--- src/rtl/mult_pkg.sv ---
// Shared encodings for the sequential Booth multiplier: Booth op codes,
// multiple-select flag and controller states.
package mult_pkg;

  typedef enum logic [1:0] {
    PM_NONE = 2'b00,
    PM_SUB  = 2'b01,
    PM_ADD  = 2'b10
  } pm_e;

  localparam logic SHIFT_1M = 1'b0;
  localparam logic SHIFT_2M = 1'b1;

  typedef enum logic [1:0] {
    ST_IDLE = 2'b00,
    ST_RUN  = 2'b01,
    ST_DONE = 2'b10
  } state_e;

endpackage

--- src/rtl/booth_radix4_decode.sv ---
// Radix-4 Booth recode of a 3-bit multiplier window into an add/sub op and
// a 1M/2M select.
module booth_radix4_decode
  import mult_pkg::*;
(
  input  logic [2:0] i_window,
  output pm_e        o_pm,
  output logic       o_shift
);

  always_comb begin
    o_pm    = PM_NONE;
    o_shift = SHIFT_1M;
    case (i_window)
      3'b001, 3'b010: o_pm = PM_ADD;
      3'b011: begin
        o_pm    = PM_ADD;
        o_shift = SHIFT_2M;
      end
      3'b100: begin
        o_pm    = PM_SUB;
        o_shift = SHIFT_2M;
      end
      3'b101, 3'b110: o_pm = PM_SUB;
      default: begin
        o_pm    = PM_NONE;
        o_shift = SHIFT_1M;
      end
    endcase
  end

endmodule

--- src/rtl/booth_mult_seq.sv ---
// Iterative radix-4 Booth multiplier, signed or unsigned, two multiplier bits
// retired per cycle; full double-width product plus single-width overflow.
//
// state   | meaning
// IDLE    | waiting for start after reset
// RUN     | one Booth step per cycle, counter counts ITERS down to 1
// DONE    | product held; start accepted again
module booth_mult_seq
  import mult_pkg::*;
#(
  parameter int WIDTH = 32
) (
  input  logic             clock,
  input  logic             reset,
  input  logic             start,
  input  logic             is_signed,
  input  logic [WIDTH-1:0] multiplicand,
  input  logic [WIDTH-1:0] multiplier,
  output logic             busy,
  output logic             ready,
  output logic [WIDTH-1:0] result_lo,
  output logic [WIDTH-1:0] result_hi,
  output logic             overflow
);

  localparam int ITERS = (WIDTH + 2) / 2;
  localparam int E     = WIDTH + 2;
  localparam int CW    = $clog2(ITERS + 1);
  localparam logic [CW-1:0] CNT_INIT = CW'(ITERS);
  localparam logic [CW-1:0] CNT_LAST = CW'(1);

  state_e             r_state;
  state_e             w_state_nxt;
  logic [E-1:0]       r_m;
  logic [2*E:0]       r_p;
  logic [CW-1:0]      r_cnt;
  logic               r_signed;
  logic               r_fin;
  logic               r_ready;
  logic [WIDTH-1:0]   r_lo;
  logic [WIDTH-1:0]   r_hi;
  logic               r_ovf;

  logic               w_accept;
  logic [E-1:0]       w_a_ext;
  logic [E-1:0]       w_b_ext;
  pm_e                w_pm;
  logic               w_shift;
  logic [E:0]         w_op;
  logic [E:0]         w_acc;
  logic [E:0]         w_sum;
  logic [2*E:0]       w_p_step;
  logic [2*WIDTH-1:0] w_prod;
  logic [WIDTH:0]     w_top;
  logic               w_ovf;

  always_ff @(posedge clock) begin
    if (reset) r_state <= ST_IDLE;
    else       r_state <= w_state_nxt;
  end

  always_comb begin
    w_state_nxt = r_state;
    case (r_state)
      ST_IDLE: if (start) w_state_nxt = ST_RUN;
      ST_RUN:  if (r_cnt == CNT_LAST) w_state_nxt = ST_DONE;
      ST_DONE: if (start) w_state_nxt = ST_RUN;
      default: w_state_nxt = ST_IDLE;
    endcase
  end

  assign w_accept = start && ((r_state == ST_IDLE) || (r_state == ST_DONE));
  assign w_a_ext  = is_signed ? {{2{multiplicand[WIDTH-1]}}, multiplicand}
                              : {2'b00, multiplicand};
  assign w_b_ext  = is_signed ? {{2{multiplier[WIDTH-1]}}, multiplier}
                              : {2'b00, multiplier};

  booth_radix4_decode u_decode (
    .i_window (r_p[2:0]),
    .o_pm     (w_pm),
    .o_shift  (w_shift)
  );

  // One guard bit above the accumulator so +/-2M cannot wrap before the shift.
  assign w_op  = (w_shift == SHIFT_2M) ? {r_m, 1'b0} : {r_m[E-1], r_m};
  assign w_acc = {r_p[2*E], r_p[2*E:E+1]};

  always_comb begin
    w_sum = w_acc;
    case (w_pm)
      PM_ADD:  w_sum = w_acc + w_op;
      PM_SUB:  w_sum = w_acc - w_op;
      default: w_sum = w_acc;
    endcase
  end

  assign w_p_step = {w_sum[E], w_sum, r_p[E:2]};
  assign w_prod   = r_p[2*WIDTH:1];
  assign w_top    = w_prod[2*WIDTH-1:WIDTH-1];
  assign w_ovf    = r_signed ? ~((&w_top) | ~(|w_top))
                             : |w_prod[2*WIDTH-1:WIDTH];

  // r_fin marks the first DONE cycle; results and ready register one edge
  // later so a start held high restarts on that same edge.
  always_ff @(posedge clock) begin
    if (reset) begin
      r_m      <= '0;
      r_p      <= '0;
      r_cnt    <= '0;
      r_signed <= 1'b0;
      r_fin    <= 1'b0;
      r_ready  <= 1'b0;
      r_lo     <= '0;
      r_hi     <= '0;
      r_ovf    <= 1'b0;
    end else begin
      r_fin   <= (r_state == ST_RUN) && (r_cnt == CNT_LAST);
      r_ready <= r_fin;
      if (r_fin) begin
        r_lo  <= w_prod[WIDTH-1:0];
        r_hi  <= w_prod[2*WIDTH-1:WIDTH];
        r_ovf <= w_ovf;
      end
      if (w_accept) begin
        r_m      <= w_a_ext;
        r_p      <= {{E{1'b0}}, w_b_ext, 1'b0};
        r_cnt    <= CNT_INIT;
        r_signed <= is_signed;
      end else if (r_state == ST_RUN) begin
        r_p   <= w_p_step;
        r_cnt <= r_cnt - 1'b1;
      end
    end
  end

  assign busy      = (r_state == ST_RUN);
  assign ready     = r_ready;
  assign result_lo = r_lo;
  assign result_hi = r_hi;
  assign overflow  = r_ovf;

endmodule
--- config.mk ---
export PLATFORM = sky130hd
export DESIGN_NAME = booth_mult_seq
export DESIGN_NICKNAME = d
export VERILOG_FILES = /design/src/rtl/mult_pkg.sv /design/src/rtl/booth_radix4_decode.sv /design/src/rtl/booth_mult_seq.sv
export SDC_FILE = /design/constraint.sdc
export NUM_CORES = 1
export LEC_CHECK = 0
export CORE_ASPECT_RATIO = 0.75
export CORE_MARGIN = 2
export CORE_UTILIZATION = 40
export DETAILED_ROUTE_END_ITERATION = 12
export SLEW_MARGIN = 20
export SYNTH_ARGS = -nofsm -noshare
export SYNTH_HDL_FRONTEND = slang
export SYNTH_SLANG_ARGS = --single-unit
--- constraint.sdc ---
create_clock -name clock -period 12.59 [get_ports clock]
set_clock_uncertainty 0.05 [all_clocks]
set_input_delay 2.518 -clock clock [delete_from_list [all_inputs] [get_ports clock]]
set_output_delay 2.518 -clock clock [all_outputs]
set_load 0.02 [all_outputs]
==> impl_metrics.toml, run 1 <==
[critical_path]
crit_path_start_kind = "flip-flop"
crit_path_max_incr_delay_ns = 0.82
cp_top_family = "compound AO/OA/AOI/OAI gates"
r2r_cells = 21
critical_path_class = "flip-flop to flip-flop"
path_common_cell = "nand2_1"
cp_num_cells = 21
required_ns = 12.91
slowest_stage = "dfxtp_1"
cp-end-kind = "flip-flop"
r2r-end = "r_p[67]"
rr_startpoint = "r_p[2]"
worst-path-buf-inv = 0
ff2ff_setup_slack_ns = 5.91
arrival_ns = 7.01
crit_fanout = 38
worstPathCellList = "nand2b_1, mux2_2, mux2i_1, ha_1, o31a_1, and4_1, nand2_1, o21ai_0, xor2_1, nand2_1, a21oi_1, ha_1, nand2_1, o211ai_1, a311oi_1, o211ai_1, a31oi_1, nor3_1, o31a_2, or4_1, a21oi_1"

[global_route]
track_usage_pct = 22.5
grt_max_degree = 74
grt_pass1_vias = 9302
overflow = 0
grt_pass1_wl_um = 50400
antenna_found_initial = 0

[detailed_routing]
post-route-drc-count = 0
routed_wl_um = 31400
viasPerCell = 5.65
m1WireLength_um = 15900
post_drt_wl_per_cell_um = 17.4
dr_wl_met3_um = 1430
firstDrtPassIters = 6
met2_length_um = 13800
topRoutingLayerUsed = "met4"
drt_iter0_markers = 779
antenna_left = 0
vias = 10200

[synth]
synth_mux_area_share_pct = 7.34
yosys.area_share.simple_pct = 21.3
syn-num-nets = 1510
synthAdderAreaFrac_pct = 4.65
synth_top_family_by_area = "compound AO/OA/AOI/OAI gates"
ys_ff_latch = 176
ys_seq_area_share_pct = 33.1
ys_async_sr_fraction_pct = 0
synth_xor_area_share_pct = 4.19
syn_inst = 1403
synth_area_per_cell_um2 = 7.59
yosysUniqueCellTypes = 68
synth-edff-count = 0
ys.warnings.count = 0
dominantRegCellSynth = "dfxtp_1"
synthesis.area_mm2 = 0.0106
synth_compound_area_share_pct = 24.3

[die]
die_w_um = 192
start_util_pct = 40.9
fp-row-count = 51
die_area_mm2 = 0.0280
die_h_um = 145
core-area_mm2 = 0.0260
io_pins = 135

[timing]
finalCriticalPeriod_ns = 6.68
hold_viol = 0
setup_violations = 0
rsz0062_at_grt = "false"
finalWorstSetupSlack_ns = 5.91
finalCritPeriodShare_pct = 53.1
max_slew_margin_pct = 31.7
hold_ws_ns = 0.408
fmax_ghz = 0.150
setup_tns_ns = 0
max_slew.worst_pin.slew_ns = 1.02
drv_slew = 0

[cts]
clkSinkCount = 176
cts_setup_buffers = 0
clockRootBuffer = "clkbuf_16"
cts_resized = 0
htreeDepth = 4
clk-insertion-delay-late_ns = 0.44
clk_pin_slew_ns = 0.08
numCtsBuffers = 17
clockBufferDepth = 2
cts_tree = "built"
cts_hold_buf = 0

[power]
swShare_pct = 33.8
pwr-share-clk_pct = 35.1
power_density_mw_per_mm2 = 126
ir_worst_vdd_mv = 0.0970
p_int_mw = 1.06
seq_power_share_pct = 38.5
combPwrFrac_pct = 26.4
power_mw = 1.60
p_switching_mw = 0.541
p_leak_nw = 4.60

[hold_path]
holdPathStages = 2
hold_path_end = "r_signed"
hold_class = "flip-flop to flip-flop"
hold_start = "r_signed"

[layout]
layout_common_cells = "nand2_1 (195), dfxtp_1 (175), a21oi_1 (162)"
diodes = 0
nets = 1562
syn_to_final_growth_pct = 19.1
fin_util_pct = 48.7
drive_above_1_share_pct = 4.09
final_common_cell = "nand2_1"

[placement]
gp_congestion = 0.891
hpwlAfterDp_um = 22000
pre_cts_ws_ns = 6.12
io_buffers = 134

[run_status]
outcome = "finished clean"

[flow_run]
drv_cap = 0
[worst register-to-register path, delay by kind of cell, from the launching register on]
kind	cells	cell delay (ns)
xor gates and xnor gates	1	0.16
and+or+nand+nor	7	1.60
muxes	2	1.12
DFF	1	0.82
AOI/OAI and AO/OA	9	2.30
adders and majority gates	2	0.57
[power groups by stage]
stage / Clock, mW / Sequential, mW / Combinational, mW
6_report: 0.562 / 0.617 / 0.422
5_1_grt: 0.599 / 0.621 / 0.470
4_1_cts: 0.572 / 0.616 / 0.422
2_1_floorplan: 0 / 0.611 / 0.322
3_5_place_dp: 0 / 0.629 / 0.420
3_3_place_gp: 0 / 0.629 / 0.418
[routing by layer]
layer / vias up / track usage (%)
met5: - / 0
met4: 0 / 4.12
met3: 25 / 4.26
met2: 236 / 33.5
met1: 4855 / 33.6
li1: 5127 / -
[state kept, by name (all words and copies together) (netlist names)]
signal and count:
r_p 68, r_cnt 5, result_lo 32, result_hi 32, r_state 2, r_m 33, r_fin 1, r_signed 1
ready 1, overflow 1
[per-stage QoR]
stage	instances	area, um2
2_1_floorplan	1403	10600
3_3_place_gp	1780	12100
3_5_place_dp	1780	12100
4_1_cts	1812	12700
5_1_grt	1812	12700
6_report	1812	12700
[cell families after synthesis]
group | after synthesis
adders and majority gates | 39
muxes | 78
DFF | 176
buffers and inverters | 136
and+or+nand+nor | 498
xor gates and xnor gates | 51
AOI/OAI and AO/OA | 425
[area by class of cell]
| type | count | area [um2] |
|---|---|---|
| Inverter | 21 | 78.8 |
| Timing Repair Buffer | 148 | 1440 |
| Clock inverter | 11 | 141 |
| Multi-Input combinational cell | 1091 | 6590 |
| Tap cell | 344 | 430 |
| Fill cell | 2629 | 13400 |
| Clock buffer | 21 | 470 |
| Sequential cell | 176 | 3530 |
[synth_stat cells, types with 6 or more instances]
cell type / number / share of area (%)
clkbuf_1: 88 / 3.1
nor2_1: 142 / 5.0
mux2i_1: 77 / 7.2
xnor2_1: 24 / 2.0
ha_1: 38 / 4.5
or3_1: 11 / 0.65
nor2b_1: 16 / 0.94
nor3b_1: 7 / 0.49
nand4_1: 16 / 0.94
o21a_1: 6 / 0.42
and3_1: 8 / 0.47
o21ai_0: 96 / 4.5
a21oi_1: 162 / 7.6
nor3_1: 30 / 1.4
nor4_1: 14 / 0.82
dfxtp_1: 176 / 33
nand2_1: 195 / 6.9
nand3_1: 25 / 1.2
buf_2: 10 / 0.47
xor2_1: 27 / 2.2
inv_1: 21 / 0.74
a31oi_1: 21 / 1.2
a21o_1: 17 / 1.2
o211ai_1: 13 / 0.92
o22ai_1: 12 / 0.70
a211oi_1: 8 / 0.56
buf_1: 12 / 0.42
o31ai_1: 6 / 0.42
nand2b_1: 13 / 0.76
a22oi_1: 33 / 2.3
[worst max path at each step]
stage,startpoint,endpoint,slack (ns)
floorplan,r_p[2],r_p[67],7.37
global placement,r_p[2],r_p[67],6.27
detailed placement,r_p[2],r_p[67],6.12
CTS,r_p[2],r_p[67],6.05
global route,r_p[2],r_p[67],5.48
finish,r_p[2],r_p[67],5.91
Power figures use the tool's default switching activity.
==> inputs of run 2 (changes only) <==
- clock period: 12.59 -> 5.4 ns (I/O delays scaled with it)
==> impl_metrics.toml, run 2 (synthesis results as in run 1) <==
[critical_path]
r2r_cells = 23
slowest_stage = "or4_1"
required_ns = 5.72
ff2ff_setup_slack_ns = 0.38
crit_start = "r_p[0]"
rr_startpoint = "r_p[0]"
worstPathCellList = "nand2b_1, mux2_2, mux2i_1, ha_1, o31a_1, and4_2, nand2_1, o21ai_0, xor2_1, nand2_1, a21oi_1, ha_1, nand2_1, o211ai_1, a311oi_2, buf_4, o211ai_1, buf_4, a31oi_2, nor3_2, o31a_2, or4_1, a21oi_1"
r2r-end = "r_p[67]"
critical_path_class = "flip-flop to flip-flop"
arrival_ns = 5.33
crit_fanout = 8
path_common_cell = "nand2_1"
crit_path_start_kind = "flip-flop"
crit_path_max_incr_delay_ns = 0.40
crit_path_end = "r_p[67]"
cp-end-kind = "flip-flop"

[layout]
layout_common_cells = "nand2_1 (195), dfxtp_1 (174), a21oi_1 (162)"
final_common_cell = "nand2_1"
diodes = 0
fin_cells = 1836
nFillCells = 2571
regMostFlops = "r_p"
nets = 1586
fin_util_pct = 49.5
syn_to_final_growth_pct = 21.0
largestRegisters = "r_p: 68 flops, r_m: 33 flops"
largest_reg_flops = 68
drive_above_1_share_pct = 6.03

[cts]
clk-insertion-delay-late_ns = 0.43
htreeDepth = 4
clockBufferDepth = 2
cts_hold_buf = 0
numCtsBuffers = 17
clkSinkCount = 176
clockRootBuffer = "clkbuf_16"
clk_pin_slew_ns = 0.07
cts_tree = "built"

[timing]
finalCriticalPeriod_ns = 5.02
max_slew.worst_pin.slew_ns = 0.845
fmax_ghz = 0.199
hold_viol = 0
setup_tns_ns = 0
drv_slew = 0
rsz0062_at_grt = "false"
setup_violations = 0
max_slew_margin_pct = 43.7
finalCritPeriodShare_pct = 93.0

[hold_path]
hold_class = "flip-flop to flip-flop"
hold_start = "r_signed"

[die]
die_area_mm2 = 0.0280
die_w_um = 192
core-area_mm2 = 0.0260
fp-row-count = 51
start_util_pct = 40.9
die_h_um = 145
io_pins = 135

[global_route]
track_usage_pct = 22.3
overflow = 0
grt_pass1_wl_um = 50300
antenna_found_initial = 0
grt_max_degree = 82
grt_pass1_vias = 9344

[detailed_routing]
dr_wl_met3_um = 1340
vias = 10300
viasPerCell = 5.60
post_drt_wl_per_cell_um = 17.0
routed_wl_um = 31100
post-route-drc-count = 0
drt_iter0_markers = 846
firstDrtPassIters = 6
met2_length_um = 13600
m1WireLength_um = 15900
topRoutingLayerUsed = "met4"
antenna_left = 0

[power]
power_density_mw_per_mm2 = 290
ir_worst_vdd_mv = 0.230
p_leak_nw = 4.71

[run_status]
outcome = "finished clean"

[placement]
hpwlAfterDp_um = 22200
gp_congestion = 0.914
placed_cells = 1802
io_buffers = 134

[flow_run]
drv_cap = 0
[run 2: changes by cell type in the layout (fill, tap and decap cells not counted), moves of 2 or more]
cell,change
nor3_1,-2
buf_4,+23
inv_6,-2
nor3_2,+2
[run 2: per-stage QoR]
stage                     instance area (um2)  worst slack [ns]  power (mW)  hold WS (ns)
after floorplan                         10600             0.182        2.18         0.386
after global placement                  12200             0.323        2.47         0.395
after detailed placement                12200             0.166        2.47         0.402
after CTS                               12800             0.108        3.75         0.411
after global routing                    12900            0.0279        3.95         0.449
final                                   12900             0.381        3.74         0.411
[run 2: what timing repair did]
item                       CTS  global route
buffers inserted             0             2
resized for setup            0             8
setup endpoints to repair    0             5
[run 2: how the worst min path moves through the flow]
| stage | to | slack (ns) | cells after the start |
|---|---|---|---|
| floorplan | r_signed | 0.39 | 2 |
| global placement | r_signed | 0.40 | 2 |
| detailed placement | r_signed | 0.40 | 2 |
| CTS | r_signed | 0.41 | 2 |
| global route | r_signed | 0.45 | 2 |
| finish | r_signed | 0.41 | 2 |
[run 2: critical path: cells and delay by family, from the launching register on]
family / cells / cell delay [ns]
XOR/XNOR: 1 / 0.16
adder cells (fa/ha/maj): 2 / 0.55
multiplexers: 2 / 0.54
AO/OA/AOI/OAI: 9 / 1.70
flip-flops: 1 / 0.36
AND/OR/NAND/NOR: 7 / 1.25
buffers and inverters: 2 / 0.33
[run 2: cell type report]
class,count,area (um2),area share [%]
clock buffers,22,474,3.68
clock inverters,10,125,0.971
inverters,21,78.8,0.612
multi-input cells,1091,6620,51.3
flip-flops and latches,176,3530,27.4
well taps,344,430,3.34
repair buffers,172,1640,12.7
[run 2: power by group]
| group | total (mW) | internal [mW] | switching, mW | leakage (nW) |
|---|---|---|---|---|
| sequential | 1.44 | 1.35 | 0.0842 | 1.43 |
| combinational | 1.02 | 0.416 | 0.606 | 3.00 |
| clock | 1.28 | 0.726 | 0.553 | 0.285 |
| total | 3.74 | 2.50 | 1.24 | 4.71 |
[run 2: per-layer routing]
| layer | up-vias | track usage [%] |
|---|---|---|
| met5 | - | 0 |
| met3 | 23 | 4.21 |
| met4 | 0 | 4.89 |
| li1 | 5171 | - |
| met1 | 4867 | 33.2 |
| met2 | 229 | 33.1 |
